**src/rtl/uart_serial_port.sv**
```systemverilog
// rtl/uart_serial_port.sv - full-duplex 8N1 UART with ready/valid byte interfaces
//
// Optional feature macro: UART_LOOPBACK_EN (adds the loopback input).
//
// Ports:
//   clk             system clock, rising edge
//   reset           asynchronous active-low reset
//   data_in         byte to transmit
//   data_in_valid   transmit request
//   data_in_ready   transmitter idle, accepts a byte
//   data_out        last good received byte
//   data_out_valid  data_out holds an unconsumed byte
//   data_out_ready  consumer accepts data_out
//   serial_in       RX line, idle high
//   serial_out      TX line, idle high
//   loopback        (UART_LOOPBACK_EN only) route TX into RX, hold serial_out high
module uart_serial_port #(
    parameter int CLOCK_FREQ = 125_000_000,
    parameter int BAUD_RATE  = 115_200
) (
    input  logic       clk,
    input  logic       reset,
    input  logic [7:0] data_in,
    input  logic       data_in_valid,
    output logic       data_in_ready,
    output logic [7:0] data_out,
    output logic       data_out_valid,
    input  logic       data_out_ready,
    input  logic       serial_in,
    output logic       serial_out
`ifdef UART_LOOPBACK_EN
    ,
    input  logic       loopback
`endif
);

    localparam int SYMBOL_EDGE_TIME = CLOCK_FREQ / BAUD_RATE;
    localparam int SAMPLE_TIME      = SYMBOL_EDGE_TIME / 2;
    localparam int CW               = $clog2(SYMBOL_EDGE_TIME) + 1;
    localparam logic [CW-1:0] BIT_LAST = CW'(SYMBOL_EDGE_TIME - 1);
    localparam logic [CW-1:0] MID_LAST = CW'(SAMPLE_TIME - 1);

    // ---------------- transmitter ----------------
    typedef enum logic {TX_IDLE, TX_SEND} tx_state_t;

    tx_state_t     tx_state_q;
    logic [9:0]    tx_frame_q;
    logic [3:0]    tx_bit_q;
    logic [CW-1:0] tx_cnt_q;
    logic          tx_line_q;
    logic          tx_ready_q;

    always_ff @(posedge clk or negedge reset) begin
        if (!reset) begin
            tx_state_q <= TX_IDLE;
            tx_frame_q <= '0;
            tx_bit_q   <= '0;
            tx_cnt_q   <= '0;
            tx_line_q  <= 1'b1;
            tx_ready_q <= 1'b1;
        end else begin
            case (tx_state_q)
                TX_IDLE: begin
                    if (data_in_valid) begin
                        // Start bit goes out on the handshake edge itself.
                        tx_frame_q <= {1'b1, data_in, 1'b0};
                        tx_line_q  <= 1'b0;
                        tx_ready_q <= 1'b0;
                        tx_bit_q   <= '0;
                        tx_cnt_q   <= '0;
                        tx_state_q <= TX_SEND;
                    end
                end
                TX_SEND: begin
                    if (tx_cnt_q == BIT_LAST) begin
                        tx_cnt_q <= '0;
                        if (tx_bit_q == 4'd9) begin
                            tx_state_q <= TX_IDLE;
                            tx_ready_q <= 1'b1;
                            tx_line_q  <= 1'b1;
                        end else begin
                            // frame_q[0] is the bit on the line; [1] is the next one.
                            tx_bit_q   <= tx_bit_q + 4'd1;
                            tx_line_q  <= tx_frame_q[1];
                            tx_frame_q <= {1'b1, tx_frame_q[9:1]};
                        end
                    end else begin
                        tx_cnt_q <= tx_cnt_q + CW'(1);
                    end
                end
                default: tx_state_q <= TX_IDLE;
            endcase
        end
    end

    assign data_in_ready = tx_ready_q;

    logic rx_src;
`ifdef UART_LOOPBACK_EN
    assign rx_src     = loopback ? tx_line_q : serial_in;
    assign serial_out = loopback ? 1'b1 : tx_line_q;
`else
    assign rx_src     = serial_in;
    assign serial_out = tx_line_q;
`endif

    // ---------------- receiver ----------------
    typedef enum logic {RX_IDLE, RX_RECEIVE} rx_state_t;

    rx_state_t     rx_state_q;
    logic          rx_sync1_q;
    logic          rx_sync2_q;
    logic [3:0]    rx_bit_q;
    logic [CW-1:0] rx_cnt_q;
    logic [7:0]    rx_shift_q;
    logic          rx_break_q;   // framing error seen, wait for line high
    logic [7:0]    dout_q;
    logic          dout_valid_q;

    always_ff @(posedge clk or negedge reset) begin
        if (!reset) begin
            rx_state_q   <= RX_IDLE;
            rx_sync1_q   <= 1'b1;
            rx_sync2_q   <= 1'b1;
            rx_bit_q     <= '0;
            rx_cnt_q     <= '0;
            rx_shift_q   <= '0;
            rx_break_q   <= 1'b0;
            dout_q       <= '0;
            dout_valid_q <= 1'b0;
        end else begin
            rx_sync1_q <= rx_src;
            rx_sync2_q <= rx_sync1_q;

            if (dout_valid_q && data_out_ready) begin
                dout_valid_q <= 1'b0;
            end

            case (rx_state_q)
                RX_IDLE: begin
                    if (rx_break_q) begin
                        if (rx_sync2_q) rx_break_q <= 1'b0;
                    end else if (!rx_sync2_q && !dout_valid_q) begin
                        // A held byte blocks reception, so it is never overwritten.
                        rx_state_q <= RX_RECEIVE;
                        rx_cnt_q   <= '0;
                        rx_bit_q   <= '0;
                    end
                end
                RX_RECEIVE: begin
                    if (rx_bit_q == 4'd0) begin
                        if (rx_cnt_q == MID_LAST) begin
                            rx_cnt_q <= '0;
                            if (rx_sync2_q) rx_state_q <= RX_IDLE;   // glitch
                            else            rx_bit_q   <= 4'd1;
                        end else begin
                            rx_cnt_q <= rx_cnt_q + CW'(1);
                        end
                    end else if (rx_cnt_q == BIT_LAST) begin
                        rx_cnt_q <= '0;
                        if (rx_bit_q == 4'd9) begin
                            rx_state_q <= RX_IDLE;
                            if (rx_sync2_q) begin
                                dout_q       <= rx_shift_q;
                                dout_valid_q <= 1'b1;
                            end else begin
                                rx_break_q <= 1'b1;
                            end
                        end else begin
                            rx_shift_q <= {rx_sync2_q, rx_shift_q[7:1]};
                            rx_bit_q   <= rx_bit_q + 4'd1;
                        end
                    end else begin
                        rx_cnt_q <= rx_cnt_q + CW'(1);
                    end
                end
                default: rx_state_q <= RX_IDLE;
            endcase
        end
    end

    assign data_out       = dout_q;
    assign data_out_valid = dout_valid_q;

endmodule

```
**config.mk**
```make
export PLATFORM = sky130hd
export DESIGN_NAME = uart_serial_port
export DESIGN_NICKNAME = d
export VERILOG_FILES = /design/src/rtl/uart_serial_port.sv
export SDC_FILE = /design/constraint.sdc
export NUM_CORES = 1
export LEC_CHECK = 0
export CAP_MARGIN = 20
export CORE_UTILIZATION = 54
export DETAILED_ROUTE_END_ITERATION = 16
export PLACE_DENSITY = 0.73
export SYNTH_ARGS = -nofsm -noshare
export SYNTH_HDL_FRONTEND = slang
export SYNTH_SLANG_ARGS = --single-unit
export TNS_END_PERCENT = 1
```
**constraint.sdc**
```tcl
create_clock -name clk -period 2.59 [get_ports clk]
set_input_delay 0.518 -clock clk [delete_from_list [all_inputs] [get_ports clk]]
set_output_delay 0.518 -clock clk [all_outputs]
set_load 0.02 [all_outputs]
```
# After elaboration in Yosys (flattened, before gate mapping)
# Index checks and enable logic that the tools add are counted.
[classes]
n_mux = 56
addsub = 4
eq_ne = 19
reduce_logical = 13
bitwise_logic = 4
[op_table]
columns = ["operator", "count"]
rows = [
  ["$mux W12", 7],
  ["$pmux W12 S2", 2],
  ["$mux W4", 10],
  ["$mux W10", 3],
  ["$mux W1", 26],
  ["$add A12 B1 Y12 const B", 2],
  ["$eq A12 B11 Y1 const B", 2],
  ["$pmux W10 S2", 1],
  ["$pmux W4 S2", 2],
  ["$eq A12 B10 Y1 const B", 1],
  ["$ne A2 B2 Y1 const B", 6],
  ["$pmux W1 S2", 5],
  ["$add A4 B1 Y4 const B", 2],
  ["$eq A4 B4 Y1 const B", 2],
  ["$ne A2 B1 Y1 const B", 4],
  ["$reduce_and A4 Y1", 2],
  ["$ne A3 B3 Y1 const B", 2],
  ["$reduce_and A3 Y1", 2],
  ["$reduce_and A6 Y1", 1],
  ["$reduce_and A5 Y1", 1],
  ["$logic_not A4 Y1", 1],
  ["$not A1 Y1", 4],
  ["$reduce_and A2 Y1", 2],
  ["$ne A3 B1 Y1 const B", 1],
  ["other kinds (3)", 5],
]
[word_totals]
regBits = 66
output_inout_bits = 11
word_cells = 111
in_bits = 13

# Depth between registers and ports, before layout
[depth]
ltp_word = 7
mapped_depth = 8
mapped_depth_nobuf = 7

# Worst setup path after synthesis
# Ideal clock, no wire load.
[synth_timing]
kind = "flip-flop to flip-flop"
startpoint = "register rx_bit_q[0]"
endpoint = "register dout_q[0], in the netlist data_out[0]"
setup_ns = 0.125
stages_incl_launch_ff = 8
synth_period_minus_slack_ns = 2.068
arrival_ns = 1.943
n_path_buf = 1
path_slack_ns = 0.522
cell_sequence = "dfrtp_1 > inv_1 > ha_1 > or3b_1 > buf_2 > nand2_2 > nor4_4 > mux2_2"
[synth_between]
elab_chain_cells = 3
word_cells_on_any_way = 4
[synth_rtl]
columns = ["element", "line", "rtl"]
rows = [
  ["from (decl)", "113", "logic [3:0] rx_bit_q;"],
  ["from (signal assigned)", "171", "rx_bit_q <= rx_bit_q + 4'd1;"],
  ["$logic_not A4 Y1", "151", "if (rx_bit_q == 4'd0) begin"],
  ["$not A1 Y1 (no source line)", "--", ""],
  ["$reduce_and A5 Y1 (no source line) (*)", "--", ""],
  ["to (signal assigned)", "164", "dout_q <= rx_shift_q;"],
  ["to (decl)", "117", "logic [7:0] dout_q;"],
]
# Mark *: on every way between the ends. The rest lies on a longest branch, timed or not.
# A chain may end at the register's enable or synchronous reset.

# Final worst setup path
[layout_timing]
startpoint = "register rx_bit_q[0]"
endpoint = "register dout_q[7], in the netlist data_out[7]"
# Same word-level chain as after synthesis.

==> impl_metrics.json <==
{
  "ctsHoldBuffers": 0,
  "post_drt_wl_per_cell_um": 14.61,
  "root_buffer": "clkbuf_8",
  "final_cells": 432,
  "worstSetupEndpointType": "flop",
  "firstDrtPassIters": 5,
  "syn_to_final_growth_pct": 16.40,
  "dieWidth_um": 80.30,
  "dp_hpwl_mm": 4.353,
  "cp-startpoint": "rx_bit_q[0]",
  "drive_above_1_share": 0.1485,
  "ir_worst_vdd_mv": 0.3103,
  "rr_endpoint": "data_out[7]",
  "power_density_nw_per_um2": 536.2,
  "worstRegToRegCells": 7,
  "crit_path_start_kind": "flop",
  "tightest_slew_ns": 0.6842,
  "cp_max_fo": 9,
  "cts_sinks": 65,
  "core_sq_um": 5921,
  "ctsResizeCount": 0,
  "antenna_found_initial": 0,
  "tritoncts": "built",
  "seq_area_sq_um": 1632,
  "via_per_inst": 5.854,
  "num_io_pins": 24,
  "grt_remaining_overflow": 0,
  "netlist_instances": 322,
  "floorplan.die_area_sq_um": 6448,
  "grt_pass1_wl_mm": 11.04,
  "max_cap_violations": 0,
  "rrSetupSlack_ns": 0.45,
  "ant_nets": 0,
  "die_h_um": 80.30,
  "synth_cell_types": 51,
  "insertion_delay_ns": 0.33,
  "grt_util_met1": 0.2902,
  "finalHoldViolCount": 0,
  "finClkSkew_ns": 0.009354,
  "fillCellCount": 473,
  "htreeDepth": 3,
  "arrival_ns": 2.36,
  "leakage_uw": 0.001769,
  "yosys_warnings": 0,
  "slew_violations": 0,
  "clockBufferDepth": 2,
  "synth.area.top_cells": "dfrtp_1 (46%), mux2_2 (5.4%), nand2_1 (4.0%)",
  "rsz0062_at_grt": "no",
  "top_usage_layer": "met2",
  "use_met2": 0.3786,
  "initial_utilization": 0.5592,
  "diodes": 0,
  "vias": 2529,
  "global_route.usage.met3": 0.03750,
  "period_minus_slack_ns": 2.145,
  "synth_top_area_frac": 0.4611,
  "r2r-start": "rx_bit_q[0]",
  "fin_setup_tns_ns": 0,
  "first_iter_violations": 210,
  "multi_input_area_sq_um": 1578,
  "required_ns": 2.81,
  "setup-violations-final": 0,
  "synth_area_per_cell_sq_um": 10.28,
  "grt_usage": 0.2267,
  "nets": 375,
  "wl_mm": 6.312,
  "num_rows": 28,
  "grt_max_degree": 33,
  "post_cts_buffers": 0,
  "drcViolationCount": 0,
  "yosys_register_bits": 65,
  "critPathKind": "reg -> reg",
  "post-route-period-util": 0.8281,
  "netlist_area_sq_um": 3311,
  "slew_headroom": 0.5429,
  "hp-class": "in -> async",
  "status": "finished clean",
  "synth_nets": 345,
  "io_buffers": 23,
  "grt_pass1_vias": 2445,
  "place_congestion": 0.8033,
  "synth_top_cell_by_area": "dfrtp_1",
  "clk_pin_slew_ns": 0.07,
  "fmax_mhz": 466.3,
  "yosysSeqAreaShare": 0.4928,
  "cts_buffers": 9,
  "place_inst": 416
}
## flip-flops by register name (all words and copies together), names as in the netlist
signal and flops:
tx_cnt_q 12, data_in_ready 1, rx_state_q 1, tx_bit_q 4
rx_shift_q 8, rx_cnt_q 12, tx_frame_q 9, tx_state_q 1
data_out_valid 1, rx_sync1_q 1, rx_break_q 1, serial_out 1
rx_bit_q 4, rx_sync2_q 1, data_out 8
## cell type report
cell class,instances,area share
Timing Repair Buffer,29,0.07338
Tap cell,75,0.02435
Inverter,12,0.01169
Multi-Input combinational cell,235,0.4094
Clock inverter,2,0.01558
Clock buffer,14,0.04221
Sequential cell,65,0.4234
## Yosys cell counts (all sizes together)
cell and count:
xor2 4, nor4 4, o21a 1, o31ai 1, nor3 7, nor2 22, nand2 36, clkbuf 4
nand3 18, ha 10, nand4 8, a311o 1, or2 3, and4 1, o21ai 35, nor4bb 1
mux2i 11, o21bai 1, o22ai 3, nor2b 1, nand3b 2, a21o 5, a211oi 1, o22a 1
and4b 1, nor3b 1, or4b 1, a21oi 10, nand4b 1, dfstp 4, a31oi 7, inv 12
buf 6, nand2b 3, dfrtp 61, o311ai 3, xnor2 2, a22o 4, and2 2, mux2 16
or3b 2, and3 5
## routing by layer
layer	routed length, um	vias to the layer above	share of wire
met2	3074	63	0.49
li1	-	1223	-
met5	0	-	0
met3	266	11	0.042
met1	2888	1232	0.46
met4	84	0	0.013
## worst max path at each step
stage                       end  slack, ns  cells past startpoint
floorplan           data_out[0]       0.52                      7
global placement    data_out[3]       0.47                      7
detailed placement  data_out[7]       0.45                      7
CTS                 data_out[7]       0.44                      7
global route        tx_cnt_q[6]       0.28                      7
finish              data_out[7]       0.45                      7
## layout by cell type, fill, tap and decap left out, drive strengths merged, types with 2 or more instances in the layout
master          n
mux2i          11
a31oi           7
o22ai           3
xnor2           2
or2             3
and3            5
buf             7
mux2           16
nand3b          2
or3b            2
a21o            5
nand2          36
nor3            7
and2            2
nand3          18
inv            12
nor4            4
clkbuf         14
o311ai          3
a21oi          10
ha             10
dfstp           4
xor2            4
dfrtp          61
bufinv          2
o21ai          35
clkdlybuf4s50  22
nand4           8
nor2           22
a22o            4
nand2b          3
## worst max-delay path, cell delays in order, from the launching register on
cell and delay [ns]:
dfrtp_1 0.45, inv_1 0.07, ha_1 0.18, or3b_1 0.28, nand2_2 0.16, nor4_4 0.30
buf_4 0.22, mux2_2 0.35
## metrics by stage
step | utilization | setup slack (ns) | hold WS, ns | total power [uW] | instance area [sq um]
final | 0.6509 | 0.4453 | 0.09826 | 2066 | 3854
after global routing | 0.6509 | 0.2840 | 0.1114 | 2143 | 3854
after CTS | 0.6509 | 0.4437 | 0.1021 | 2087 | 3854
after detailed placement | 0.6133 | 0.4543 | 0.3479 | 1114 | 3631
after global placement | 0.6133 | 0.4746 | 0.3471 | 1113 | 3631
after floorplan | - | 0.5219 | 0.2224 | 1066 | 3311
## cells by family after synthesis
kind of cell	Yosys count	synth area share
buffers and inverters	22	0.03061
xor gates and xnor gates	6	0.01587
AOI/OAI and AO/OA	73	0.1395
adders and majority gates	10	0.03779
DFF	65	0.4928
muxes	27	0.08768
and+or+nand+nor	119	0.1958
## power by group
| group | switching (uW) | internal (uW) |
|---|---|---|
| clock | 376 | 597 |
| combinational | 33.0 | 27.7 |
| sequential | 6.18 | 1030 |
| total | 415 | 1650 |
(Power assumes the default switching activity.)
